**config.mk**
```make
export PLATFORM = sky130hd
export DESIGN_NAME = if_ctrl
export DESIGN_NICKNAME = d
export VERILOG_FILES = /design/src/rtl/if_ctrl_pkg.sv /design/src/rtl/if_ctrl.sv
export SDC_FILE = /design/constraint.sdc
export NUM_CORES = 1
export LEC_CHECK = 0
export BUFFER_PORTS_ARGS = -buffer_cell sky130_fd_sc_hd__buf_2
export CAP_MARGIN = 30
export CORE_MARGIN = 2
export CORE_UTILIZATION = 50
export CTS_CLUSTER_DIAMETER = 80
export CTS_CLUSTER_SIZE = 28
export DETAILED_ROUTE_END_ITERATION = 12
export PLACE_DENSITY = 0.92
export REMOVE_ABC_BUFFERS = 1
export SLEW_MARGIN = 25
export SYNTH_ARGS = -nofsm -noshare
export SYNTH_HDL_FRONTEND = slang
export SYNTH_SLANG_ARGS = --single-unit
export TNS_END_PERCENT = 30
```
**constraint.sdc**
```tcl
create_clock -name clk -period 2.8 [get_ports clk]
set_clock_uncertainty 0.05 [all_clocks]
set_input_delay 0.42 -clock clk [delete_from_list [all_inputs] [get_ports clk]]
set_output_delay 0.42 -clock clk [all_outputs]
set_load 0.05 [all_outputs]
```
**src/rtl/if_ctrl_pkg.sv**
```systemverilog
// Shared definitions for the instruction-fetch controller: reset polarity,
// bus widths and the fetch state encoding.
package if_ctrl_pkg;

  localparam logic RstEnable   = 1'b1;
  localparam int   InstAddrBus = 32;
  localparam int   InstBus     = 32;

  typedef enum logic {
    IfFetch = 1'b0,
    IfHold  = 1'b1
  } if_state_e;

endpackage

```
**src/rtl/if_ctrl.sv**
```systemverilog
// Instruction fetch: four byte reads per word over an 8-bit port, assembled
// little-endian, handed to ID with valid/ready; branch redirects and stalls.
module if_ctrl
  import if_ctrl_pkg::*;
(
  input  logic                   clk,
  input  logic                   rst,
  input  logic                   stall_in,
  input  logic                   br_flag,
  input  logic [InstAddrBus-1:0] br_target,
  output logic                   mem_req,
  output logic [InstAddrBus-1:0] mem_addr,
  input  logic                   mem_gnt,
  input  logic [7:0]             mem_rdata,
  output logic                   inst_valid,
  input  logic                   inst_ready,
  output logic [InstBus-1:0]     inst,
  output logic [InstAddrBus-1:0] inst_pc,
  output logic [InstAddrBus-1:0] pc_back
);

  if_state_e              state, state_nxt;
  logic [InstAddrBus-1:0] fetch_pc, fetch_pc_nxt;
  logic [2:0]             iss_cnt, iss_cnt_nxt;
  logic [2:0]             rcv_cnt, rcv_cnt_nxt;
  logic                   pend, pend_nxt;
  logic [InstBus-1:0]     inst_nxt;
  logic [InstAddrBus-1:0] inst_pc_nxt;

  assign mem_req    = (rst != RstEnable) && (state == IfFetch) && (iss_cnt < 3'd4)
                      && !stall_in && !br_flag;
  assign mem_addr   = fetch_pc + {29'd0, iss_cnt};
  assign inst_valid = (state == IfHold);
  assign pc_back    = fetch_pc;

  always_comb begin
    state_nxt    = state;
    fetch_pc_nxt = fetch_pc;
    iss_cnt_nxt  = iss_cnt;
    rcv_cnt_nxt  = rcv_cnt;
    pend_nxt     = 1'b0;
    inst_nxt     = inst;
    inst_pc_nxt  = inst_pc;
    if (br_flag) begin
      // Redirect wins over everything, including a handshake in this cycle.
      fetch_pc_nxt = {br_target[31:2], 2'b00};
      iss_cnt_nxt  = 3'd0;
      rcv_cnt_nxt  = 3'd0;
      state_nxt    = IfFetch;
    end else begin
      if (mem_req && mem_gnt) begin
        iss_cnt_nxt = iss_cnt + 3'd1;
        pend_nxt    = 1'b1;
      end
      if (pend) begin
        inst_nxt[{rcv_cnt[1:0], 3'b000} +: 8] = mem_rdata;
        rcv_cnt_nxt = rcv_cnt + 3'd1;
        if (rcv_cnt == 3'd3) begin
          state_nxt   = IfHold;
          inst_pc_nxt = fetch_pc;
        end
      end
      if ((state == IfHold) && inst_ready) begin
        fetch_pc_nxt = fetch_pc + 32'd4;
        iss_cnt_nxt  = 3'd0;
        rcv_cnt_nxt  = 3'd0;
        state_nxt    = IfFetch;
      end
    end
  end

  always_ff @(posedge clk) begin
    if (rst == RstEnable) begin
      state    <= IfFetch;
      fetch_pc <= '0;
      iss_cnt  <= 3'd0;
      rcv_cnt  <= 3'd0;
      pend     <= 1'b0;
      inst     <= '0;
      inst_pc  <= '0;
    end else begin
      state    <= state_nxt;
      fetch_pc <= fetch_pc_nxt;
      iss_cnt  <= iss_cnt_nxt;
      rcv_cnt  <= rcv_cnt_nxt;
      pend     <= pend_nxt;
      inst     <= inst_nxt;
      inst_pc  <= inst_pc_nxt;
    end
  end

endmodule
```
==> run_results.csv <==
group,metric,value,unit
cts,root_buffer,"clkbuf_8",
yosys,syn_avg_cell_area,8.25,µm²
grt,first_global_vias,4589,
route,dr.first_iter.drc_count,336,
sta,finalHoldViolations,0,
sta,worst_pin_slew,837,ps
yosys,synth_ff_type,"dfxtp_1",
grt,grt_overflow,0,
floorplan,core,9280,µm²
critical_path,critPathArrivalTime,2270,ps
route,ant_nets,0,
layout,layout_commonest_cell,"buf_2",
yosys,yosysSeqAreaShare,0.416,
yosys,post_synth_num_cell_types,43,
floorplan,dieArea,10400,µm²
critical_path,start_kind,"register",
grt,grt_util_all_layers,0.273,
pwr,power_density,487,nW/µm²
floorplan,rows,35,
sta,slew_headroom,0.440,
sta,period_minus_slack,2740,ps
floorplan,io_pins,176,
sta,setup_viol,0,
layout,mostFrequentLayoutCells,"buf_2 (162), dfxtp_1 (89), nand2_1 (83)",
placed_design,place_hpwl,10600,µm
route,dr.pass1.iters,5,
cts,cts_tree,"yes",
layout,drive_above_1_share,0.321,
layout,antenna_cells,0,
cts,clkLatencyLatePin,370,ps
placed_design,io_buffers,169,
critical_path,crit_required,2330,ps
cts,ctsHoldBuffers,0,
layout,fin_nets,792,
cts,cts_buffers,9,
critical_path,critPathMaxFanout,6,
layout,syn2layout_area_growth,26.0,%
sta,hold_slack,245,ps
yosys,syn_inst,583,
yosys,syn_area,4810,µm²
sta,max_freq,0.366,GHz
critical_path,end_kind,"output pin",
sta,slew_violations,0,
cts,clkSinkCount,100,
yosys,synth-edff-count,0,
floorplan,die_h,102,µm
critical_path,crit_type,"register to output pin",
layout,utilization,0.653,
yosys,ys_ff_latch,100,
placed_design,place_congestion,0.885,
floorplan,dieWidth,102,µm
floorplan,initial_core_util,0.518,
pwr,ir_worst_vdd,0.000269,V
status,status,"complete, no violations",
yosys,async_flop_share,0,
cts,clk_pin_slew,110,ps
route,drcViolationCount,0,
sta,fin_setup_tns,0,ps
route,via_per_inst,5.80,
run,cap_violations,0,
layout,nFillCells,779,
route,vias,5046,
grt,grt_antenna_before_repair,0,
grt,grt_max_degree,49,
pwr,power_leakage,2.61,nW
route,wire_per_inst,17.0,µm
route,wl,14800,µm
cts,h-tree-depth,3,
grt,grt_pass1_wl,22500,µm
cts,cts_buffer_depth,2,
yosys,yosys_warnings,0,
min_path,hp-class,"input pin to register",
sta,post-route-period-util,0.977,
==> cell families (layout without fill, tap and decap cells) <==
kind of cell / count (synthesis) / count (layout) / share of synthesized area
and+or+nand+nor: 239 / 239 / 0.247
AOI/OAI and AO/OA: 122 / 122 / 0.173
DFF: 100 / 100 / 0.416
buffers and inverters: 70 / 225 / 0.0619
xor gates and xnor gates: 39 / 39 / 0.0710
adders and majority gates: 10 / 10 / 0.0260
muxes: 2 / 2 / 0.00416
other: 1 / 4 / 0.000779
==> layout make-up <==
class                   count  area (µm²)  area share
repair buffers            190        1040       0.171
multi-input cells         416        2570       0.425
flip-flops and latches    100        2020       0.332
clock inverters             7        80.1      0.0132
well taps                 129         161      0.0266
inverters                  19        71.3      0.0118
clock buffers               9         124      0.0204
==> sequential cells by signal (all words and copies together), names as in the netlist <==
name	cells
inst_pc	30
inst	32
rcv_cnt	3
pc_back	30
iss_cnt	3
inst_valid	1
pend	1
==> routing by layer <==
metal,part of all wire,up-vias,wire length (µm),GRT usage
met1,0.40,2383,5860,0.342
met5,0,-,0,0
li1,-,2367,-,-
met3,0.083,26,1220,0.0492
met2,0.51,270,7490,0.474
met4,0.017,0,248,0.0944
==> synthesized netlist by cell type, types with 2 or more instances <==
| library cell | n | area share |
|---|---|---|
| xor2_1 | 9 | 0.016 |
| a2111oi_0 | 5 | 0.0091 |
| nor4_2 | 3 | 0.0078 |
| o31a_1 | 5 | 0.0091 |
| o31ai_1 | 2 | 0.0031 |
| a311oi_1 | 9 | 0.016 |
| or4_1 | 4 | 0.0062 |
| nor2b_1 | 3 | 0.0039 |
| dfxtp_1 | 100 | 0.42 |
| nor2_1 | 67 | 0.052 |
| a31o_2 | 2 | 0.0036 |
| nand3_1 | 12 | 0.012 |
| and3_1 | 7 | 0.0091 |
| nand2_1 | 83 | 0.065 |
| a22oi_1 | 32 | 0.050 |
| nor3_1 | 12 | 0.012 |
| and2_1 | 3 | 0.0039 |
| or3_1 | 4 | 0.0052 |
| and4_1 | 5 | 0.0091 |
| buf_4 | 7 | 0.011 |
| xnor2_1 | 30 | 0.055 |
| clkbuf_1 | 33 | 0.026 |
| a221oi_1 | 5 | 0.0091 |
| mux2i_1 | 2 | 0.0042 |
| ha_1 | 10 | 0.026 |
| nand4_1 | 19 | 0.025 |
| a211oi_1 | 13 | 0.020 |
| a21oi_1 | 37 | 0.038 |
| nand4_2 | 2 | 0.0052 |
| nor4b_2 | 3 | 0.0094 |
| buf_1 | 4 | 0.0031 |
| nor4_1 | 4 | 0.0052 |
| inv_1 | 19 | 0.015 |
| nand3b_1 | 5 | 0.0078 |
| o21ai_0 | 9 | 0.0094 |
| buf_2 | 7 | 0.0073 |
==> through the flow <==
step	power [W]	worst slack [ps]	cell area, µm²	cells
floorplan	0.00186	-548	4600	535
global placement	0.00202	296	5760	852
detailed placement	0.00204	252	5760	852
CTS	0.00296	-1.81	5980	868
global route	0.00306	-11.8	6060	870
finish	0.00295	64.2	6060	870
==> repair_timing <==
item                       in CTS  in global routing
setup buffers                   0                  1
pin swaps                       0                  1
setup endpoints to repair      14                 19
cloned                          0                  1
gates resized for setup         5                 32
==> final timing paths <==
kind | slack, ps | to | depth (start not counted) | start
max reg2reg | 440 | pc_back[21] | 5 | pc_back[10]
min reg2reg | 410 | inst_pc[17] | 2 | inst_pc[17]
min | 250 | pc_back[20] | 3 | br_target[20]
max | 60 | mem_addr[19] | 6 | pc_back[2]
==> power breakdown <==
| part | switching (W) | leakage (nW) | internal (W) | total, W |
|---|---|---|---|---|
| registers | 0.0000670 | 0.816 | 0.00146 | 0.00152 |
| clock network | 0.000577 | 0.0994 | 0.000356 | 0.000932 |
| logic | 0.000364 | 1.70 | 0.000135 | 0.000498 |
| total | 0.00101 | 2.61 | 0.00195 | 0.00295 |
==> worst max-delay path: stages (launching register included) <==
cell	delay, ps
dfxtp_2	400
ha_1	190
and3_2	230
nand3_2	130
or4_4	560
xnor2_2	210
buf_6	190
Power figures use the tool's default switching activity.
